## src/rtl/cmd_out_stream_arbiter_pkg.sv

```systemverilog
// Shared manager constants and the command-out arbiter state encoding.
package OmpSsManager;

  localparam int ACC_BITS = 4;
  localparam int MAX_ACCS = 16;

  typedef enum logic {
    ARB  = 1'b0,
    XFER = 1'b1
  } arb_state_e;

endpackage

```

## src/rtl/cmd_out_stream_arbiter_rr_priority_picker.sv

```systemverilog
// Combinational round-robin picker: first set request strictly after `last`, wrapping.
// Built as a double-width masked priority encoder so any queue arbiter can reuse it.
module rr_priority_picker #(
  parameter int NUM_ACCS = OmpSsManager::MAX_ACCS,
  parameter int ACC_BITS = OmpSsManager::ACC_BITS
) (
  input  logic [NUM_ACCS-1:0] req,
  input  logic [ACC_BITS-1:0] last,
  output logic [ACC_BITS-1:0] gnt_idx,
  output logic                gnt_valid
);

  logic [2*NUM_ACCS-1:0] req_dbl;
  int                    start_pos;

  // NOTE: every output of a combinational block gets a default first, otherwise
  // any path that skips an assignment infers a latch.
  always_comb begin
    req_dbl   = {req, req};
    gnt_idx   = '0;
    gnt_valid = 1'b0;
    start_pos = int'(last) + 1;
    if (start_pos >= NUM_ACCS) start_pos = 0;
    // Lower copy is masked below start_pos; the upper copy supplies the wrap.
    // Scanning downward leaves the lowest surviving position in gnt_idx.
    for (int j = 2*NUM_ACCS-1; j >= 0; j--) begin
      if (req_dbl[j] && (j >= start_pos)) begin
        gnt_valid = 1'b1;
        gnt_idx   = ACC_BITS'(j % NUM_ACCS);
      end
    end
  end

endmodule

```

## src/rtl/cmd_out_stream_arbiter.sv

```systemverilog
// Packet-granular round-robin merge of accelerator command streams into one
// TID-tagged stream, with an enable mask and per-requester packet counters.
module cmd_out_stream_arbiter
  import OmpSsManager::*;
#(
  parameter int NUM_ACCS = 16,
  parameter int ACC_BITS = 4,
  parameter int DATA_W   = 64,
  parameter int CNT_W    = 16
) (
  input  logic                       clk,
  input  logic                       rstn,
  input  logic [NUM_ACCS*DATA_W-1:0] acc_TDATA,
  input  logic [NUM_ACCS-1:0]        acc_TVALID,
  input  logic [NUM_ACCS-1:0]        acc_TLAST,
  output logic [NUM_ACCS-1:0]        acc_TREADY,
  input  logic [NUM_ACCS-1:0]        acc_enable,
  output logic [DATA_W-1:0]          outStream_TDATA,
  output logic                       outStream_TVALID,
  output logic [3:0]                 outStream_TID,
  output logic                       outStream_TLAST,
  input  logic                       outStream_TREADY,
  input  logic [ACC_BITS-1:0]        cnt_sel,
  output logic [CNT_W-1:0]           cnt_value,
  output logic                       busy
);

  arb_state_e          state_q, state_d;
  logic [ACC_BITS-1:0] grant_q, last_grant_q, pick_idx;
  logic                pick_valid;
  logic [NUM_ACCS-1:0] req;
  logic                out_ready, xfer_hs, xfer_last;

  logic [DATA_W-1:0]   out_data_q;
  logic                out_valid_q, out_last_q;
  logic [ACC_BITS-1:0] out_tid_q;
  logic [CNT_W-1:0]    cnt_q [NUM_ACCS];

  // The mask only matters here, so it is effectively sampled in ARB alone.
  assign req = acc_TVALID & acc_enable;

  rr_priority_picker #(
    .NUM_ACCS (NUM_ACCS),
    .ACC_BITS (ACC_BITS)
  ) u_picker (
    .req       (req),
    .last      (last_grant_q),
    .gnt_idx   (pick_idx),
    .gnt_valid (pick_valid)
  );

  assign out_ready = !out_valid_q || outStream_TREADY;
  assign xfer_hs   = (state_q == XFER) && acc_TVALID[grant_q] && out_ready;
  assign xfer_last = xfer_hs && acc_TLAST[grant_q];

  // NOTE: sequential state is written with non-blocking assignments so every
  // register samples pre-edge values, independent of block ordering.
  always_ff @(posedge clk or negedge rstn) begin
    if (!rstn) state_q <= ARB;
    else       state_q <= state_d;
  end

  always_comb begin
    state_d = state_q;
    case (state_q)
      ARB:     if (pick_valid) state_d = XFER;
      XFER:    if (xfer_last)  state_d = ARB;
      default: state_d = ARB;
    endcase
  end

  always_comb begin
    acc_TREADY = '0;
    busy       = 1'b0;
    if (state_q == XFER) begin
      acc_TREADY[grant_q] = out_ready;
      busy                = 1'b1;
    end
  end

  // last_grant starts at the top index so requester 0 wins the first arbitration.
  always_ff @(posedge clk or negedge rstn) begin
    if (!rstn) begin
      grant_q      <= '0;
      last_grant_q <= ACC_BITS'(NUM_ACCS-1);
    end else begin
      if ((state_q == ARB) && pick_valid) grant_q <= pick_idx;
      if (xfer_last) last_grant_q <= grant_q;
    end
  end

  // One-entry slice: holds while stalled, reloads on the same edge it drains.
  always_ff @(posedge clk or negedge rstn) begin
    if (!rstn) begin
      out_valid_q <= 1'b0;
      out_data_q  <= '0;
      out_last_q  <= 1'b0;
      out_tid_q   <= '0;
    end else if (xfer_hs) begin
      out_valid_q <= 1'b1;
      out_data_q  <= acc_TDATA[int'(grant_q)*DATA_W +: DATA_W];
      out_last_q  <= acc_TLAST[grant_q];
      out_tid_q   <= grant_q;
    end else if (outStream_TREADY) begin
      out_valid_q <= 1'b0;
    end
  end

  // NOTE: the counter array is small debug state that must read zero after
  // reset, so unlike a RAM it is reset explicitly.
  always_ff @(posedge clk or negedge rstn) begin
    if (!rstn) begin
      for (int i = 0; i < NUM_ACCS; i++) cnt_q[i] <= '0;
    end else if (xfer_last && (cnt_q[grant_q] != '1)) begin
      cnt_q[grant_q] <= cnt_q[grant_q] + 1'b1;
    end
  end

  assign cnt_value = (int'(cnt_sel) < NUM_ACCS) ? cnt_q[cnt_sel] : '0;

  assign outStream_TDATA  = out_data_q;
  assign outStream_TVALID = out_valid_q;
  assign outStream_TLAST  = out_last_q;
  assign outStream_TID    = 4'(out_tid_q);

endmodule
```

## config.mk

```make
export PLATFORM = sky130hd
export DESIGN_NAME = cmd_out_stream_arbiter
export DESIGN_NICKNAME = d
export VERILOG_FILES = /design/src/rtl/cmd_out_stream_arbiter_pkg.sv /design/src/rtl/cmd_out_stream_arbiter_rr_priority_picker.sv /design/src/rtl/cmd_out_stream_arbiter.sv
export SDC_FILE = /design/constraint.sdc
export NUM_CORES = 1
export LEC_CHECK = 0
export ABC_AREA = 1
export ABC_CLOCK_PERIOD_IN_PS = 3900
export CORE_AREA = 5 5 461 463
export CTS_BUF_LIST = sky130_fd_sc_hd__clkbuf_4 sky130_fd_sc_hd__clkbuf_8
export DETAILED_ROUTE_END_ITERATION = 12
export DIE_AREA = 0 0 466 468
export GPL_TIMING_DRIVEN = 0
export PLACE_DENSITY = 0.34
export SLEW_MARGIN = 20
export SYNTH_ARGS = -nofsm -noshare
export SYNTH_HDL_FRONTEND = slang
export SYNTH_HIERARCHICAL = 1
export SYNTH_SLANG_ARGS = --single-unit
```

## constraint.sdc

```tcl
create_clock -name clk -period 3.9 [get_ports clk]
set_clock_uncertainty 0.1 [all_clocks]
set_input_delay 0.585 -clock clk [delete_from_list [all_inputs] [get_ports clk]]
set_output_delay 0.585 -clock clk [all_outputs]
set_load 0.02 [all_outputs]
```

==> results.md <==
* Gpl congestion at 1.05
* Antenna violation net count after detailed routing at 0
* Number of max-cap violations at 0
* Path type of the worst min-delay path: in2async
* Fraction of layout cells with a size suffix above 1 at 11.4%
* CTS tree: done
* Footprint of the multi-input gates at 0.0159 mm^2
* Number of filler instances in the final layout at about 24000
* Post-synthesis to final-layout area growth at 74.4%
* Tightest Pin Transition at 1.19 ns
* Inserted Clock Buffers at 70
* Portion of the post-synthesis area used by sequential elements at between 30% and 40%
* Required time of the critical path at between 4 and 5 ns
* Number of nets produced by synthesis at around 4800
* Width of the chip at roughly 470 um
* I/O pin cnt at between 1000 and 1500
* Total wire length at approximately 320000 um
* Full die area at about 0.22 mm^2
* Part of the cycle the worst path needs at 104%
* Number of distinct standard cells referenced by the synthesized netlist at 47
* DR iter-0 viols at around 4600
* Syn Std Cell Area at around 0.025 mm^2
* Clock insertion delay at the later pin of the skew report at 0.76 ns
* Highest achievable clock rate at roughly 0.25 GHz
* Utilization of the core after routing at between 20% and 30%
* Final number of hold-violating endpoints at 0
* Final max-slew violation count at 0
* Warning count from the yosys run at 6
* Startpoint Class: flop
* Result of the run: finished with violations
* Number of synthesized flops with an enable pin at 0
* Wire length of the first global-routing pass at ~400000 um
* Average wire length per cell after detail routing at between 40 and 50 um
* Commonest non-fill, non-tap cell in the layout: nand2_1
* # DRC at 0
* Max-slew headroom at the worst pin at approximately a fifth
* Max H-tree Level at 3
* Number of vias in the routed layout at 37324
* Critical path peak fanout at 10
* CTS clock-pin slew for the worst setup and hold paths at 0.06 ns
* Clock tree root buffer cell: clkbuf_8
* Number of instances in the synthesized netlist at between 3000 and 4000
* Number of setup violations in the final report at 7
* Fin nets at just over 6000
* CP arrival at approximately 4.6 ns
* Violated checks: negative setup slack
* Via count of the first global-routing pass at ~35000
* Count of standard-cell rows at approximately 170
* Kind of capture point of the worst setup path: flop
* Async SR Flop Fraction at 100%
* Synth Area per Inst at between 6 and 7 um^2
* Core Footprint at 0.208 mm^2
* Leakage power summed over all cells at ~18 nW
* Commonest register cell after synthesis: dfrtp_1
* Worst setup path category: reg2reg
* CTS sink count at 335
* Power density over the cells at approximately 700 mW/mm^2
* IO buf count at about 1200
* Vias per cell at 4.69
* Initial DRT Pass Iterations at 7
* Maximum number of pins on one net before global-route repair at 86
* Total routing usage reported by global routing at 28.2%
* Maximum resistive drop on vdd at approximately 0.32 mV
* Total gr overflow at 0
* Unrepaired setup endpoints after global routing: yes
* Leading cell types in the layout, fill and taps excluded: nand2_1, clkdlybuf4s50_1, a22oi_1, dfrtp_1, a21oi_1
* Starting Density at between 10 and 15%
* Flip-flop and latch area at about 0.0084 mm^2
* Shortest period the worst path allows at between 4 and 5 ns
* Clk buf depth at 3
* Die outline height at about 470 um
* Number of antenna violations at the first check in global routing at 196
* Number of synthesized register bits at roughly 340
* DP HPWL at between 200000 and 300000 um
* Total design power at between 30 and 40 mW
* Worst setup slack after layout at -0.159 ns
==> area by class of cell <==
| type | count | area share, % |
|---|---|---|
| Clock buffer | 105 | 3.04 |
| Buffer | 305 | 4.13 |
| Sequential cell | 335 | 19.0 |
| Clock inverter | 18 | 0.509 |
| Multi-Input combinational cell | 2959 | 35.9 |
| Antenna cell | 75 | 0.424 |
| Inverter | 142 | 1.24 |
| Tap cell | 2805 | 7.94 |
| Timing Repair Buffer | 1215 | 27.8 |
==> Yosys cell counts, types with 2 or more instances <==
cell type     n  area share, %
xor2_1        5           0.17
ha_1          5           0.25
clkbuf_1    198            2.9
nor3_1        5          0.099
o22ai_1      22           0.54
o21ai_0     265            5.2
inv_2        15           0.22
nand3_4      10           0.69
dfrtp_1     331             33
o21ai_1      99            2.0
nand4_1       7           0.17
inv_1       122            1.8
nand2_1    1321             20
buf_1        15           0.22
clkinv_1      3          0.044
nand2_4       2          0.089
nor2_2       13           0.32
nand3_1      39           0.77
a21oi_1     288            5.7
buf_2        41           0.81
dfstp_2       4           0.41
buf_6        30            1.3
a211oi_1      2          0.059
nand4_2       2          0.099
o221ai_1     38            1.3
nor4_1       65            1.6
o21ai_2       2          0.069
nor2_4       15           0.67
nor2_1      199            2.9
buf_4        22           0.65
a22oi_1     520             15
o211ai_1     23           0.68
==> metrics by stage <==
stage	cells	setup slack, ns	cell area (um^2)	TNS, ns	hold slack (ns)
6_report	7959	-0.159	44200	-0.476	0.198
3_5_place_dp	7751	-1.34	41300	-262.74	0.357
4_1_cts	7884	0.00895	43900	0	0.135
5_1_grt	7940	-0.103	44200	-0.183	0.155
3_3_place_gp	7725	-14.72	40600	-5217.07	0.367
2_1_floorplan	3743	1.01	25400	0	0.189
==> flip-flops by register name (all words and copies together), names as in the netlist <==
name / cells
cnt_q: 256
outStream_TDATA: 64
grant_q: 4
last_grant_q: 4
outStream_TID: 4
outStream_TLAST: 1
outStream_TVALID: 1
state_q: 1
==> worst max-delay path: stages (launching register included) <==
cell and delay (ns):
dfrtp_1 0.37, buf_6 0.14, inv_4 0.13, nor2_4 0.07, buf_6 0.18, clkdlybuf4s15_2 0.47
clkbuf_2 0.56, a22oi_1 0.98, a21oi_1 0.28, nor4_4 0.44, o21ai_0 0.13
==> routing by layer <==
| layer | GRT usage (%) | share of wire, % | vias up |
|---|---|---|---|
| li1 | - | - | 15715 |
| met1 | 33.8 | 39 | 18578 |
| met2 | 44.1 | 44 | 2411 |
| met3 | 9.18 | 9.3 | 530 |
| met4 | 16.8 | 7.2 | 90 |
| met5 | 0.439 | 0.19 | - |
==> timing repair <==
action / 4_1_cts / 5_1_grt
gates cloned: 1 / 0
endpoints found under the setup margin: 362 / 300
buffers inserted: 10 / 0
hold buffers: 1 / 0
pin swaps: 14 / 3
hold endpoints to repair: 256 / 0
resized for setup: 249 / 66
==> power breakdown <==
group / internal, mW / switching [mW]
registers: 4.02 / 0.420
clock network: 2.53 / 1.89
logic: 5.65 / 15.6
==> cell families after synthesis <==
logic type	synth area share [%]
DFF	33.1
AOI/OAI and AO/OA	31.2
adders and majority gates	0.247
buffers and inverters	8.14
and+or+nand+nor	27.1
xor gates and xnor gates	0.207
==> path summary, 6_finish.rpt <==
path / to / start / slack, ns / cells after the start
setup / recovery: outStream_TDATA[39] / grant_q[0] / -0.16 / 10
hold / removal: outStream_TDATA[60] / rstn / 0.20 / 2
setup reg to reg: outStream_TDATA[39] / grant_q[0] / -0.16 / 10
hold reg to reg: cnt_q[221] / cnt_q[221] / 0.38 / 2
max in group asynchronous: outStream_TDATA[9] / rstn / 2.29 / 4
min in group clk: outStream_TVALID / outStream_TREADY / 0.33 / 2
Power figures use the tool's default switching activity.
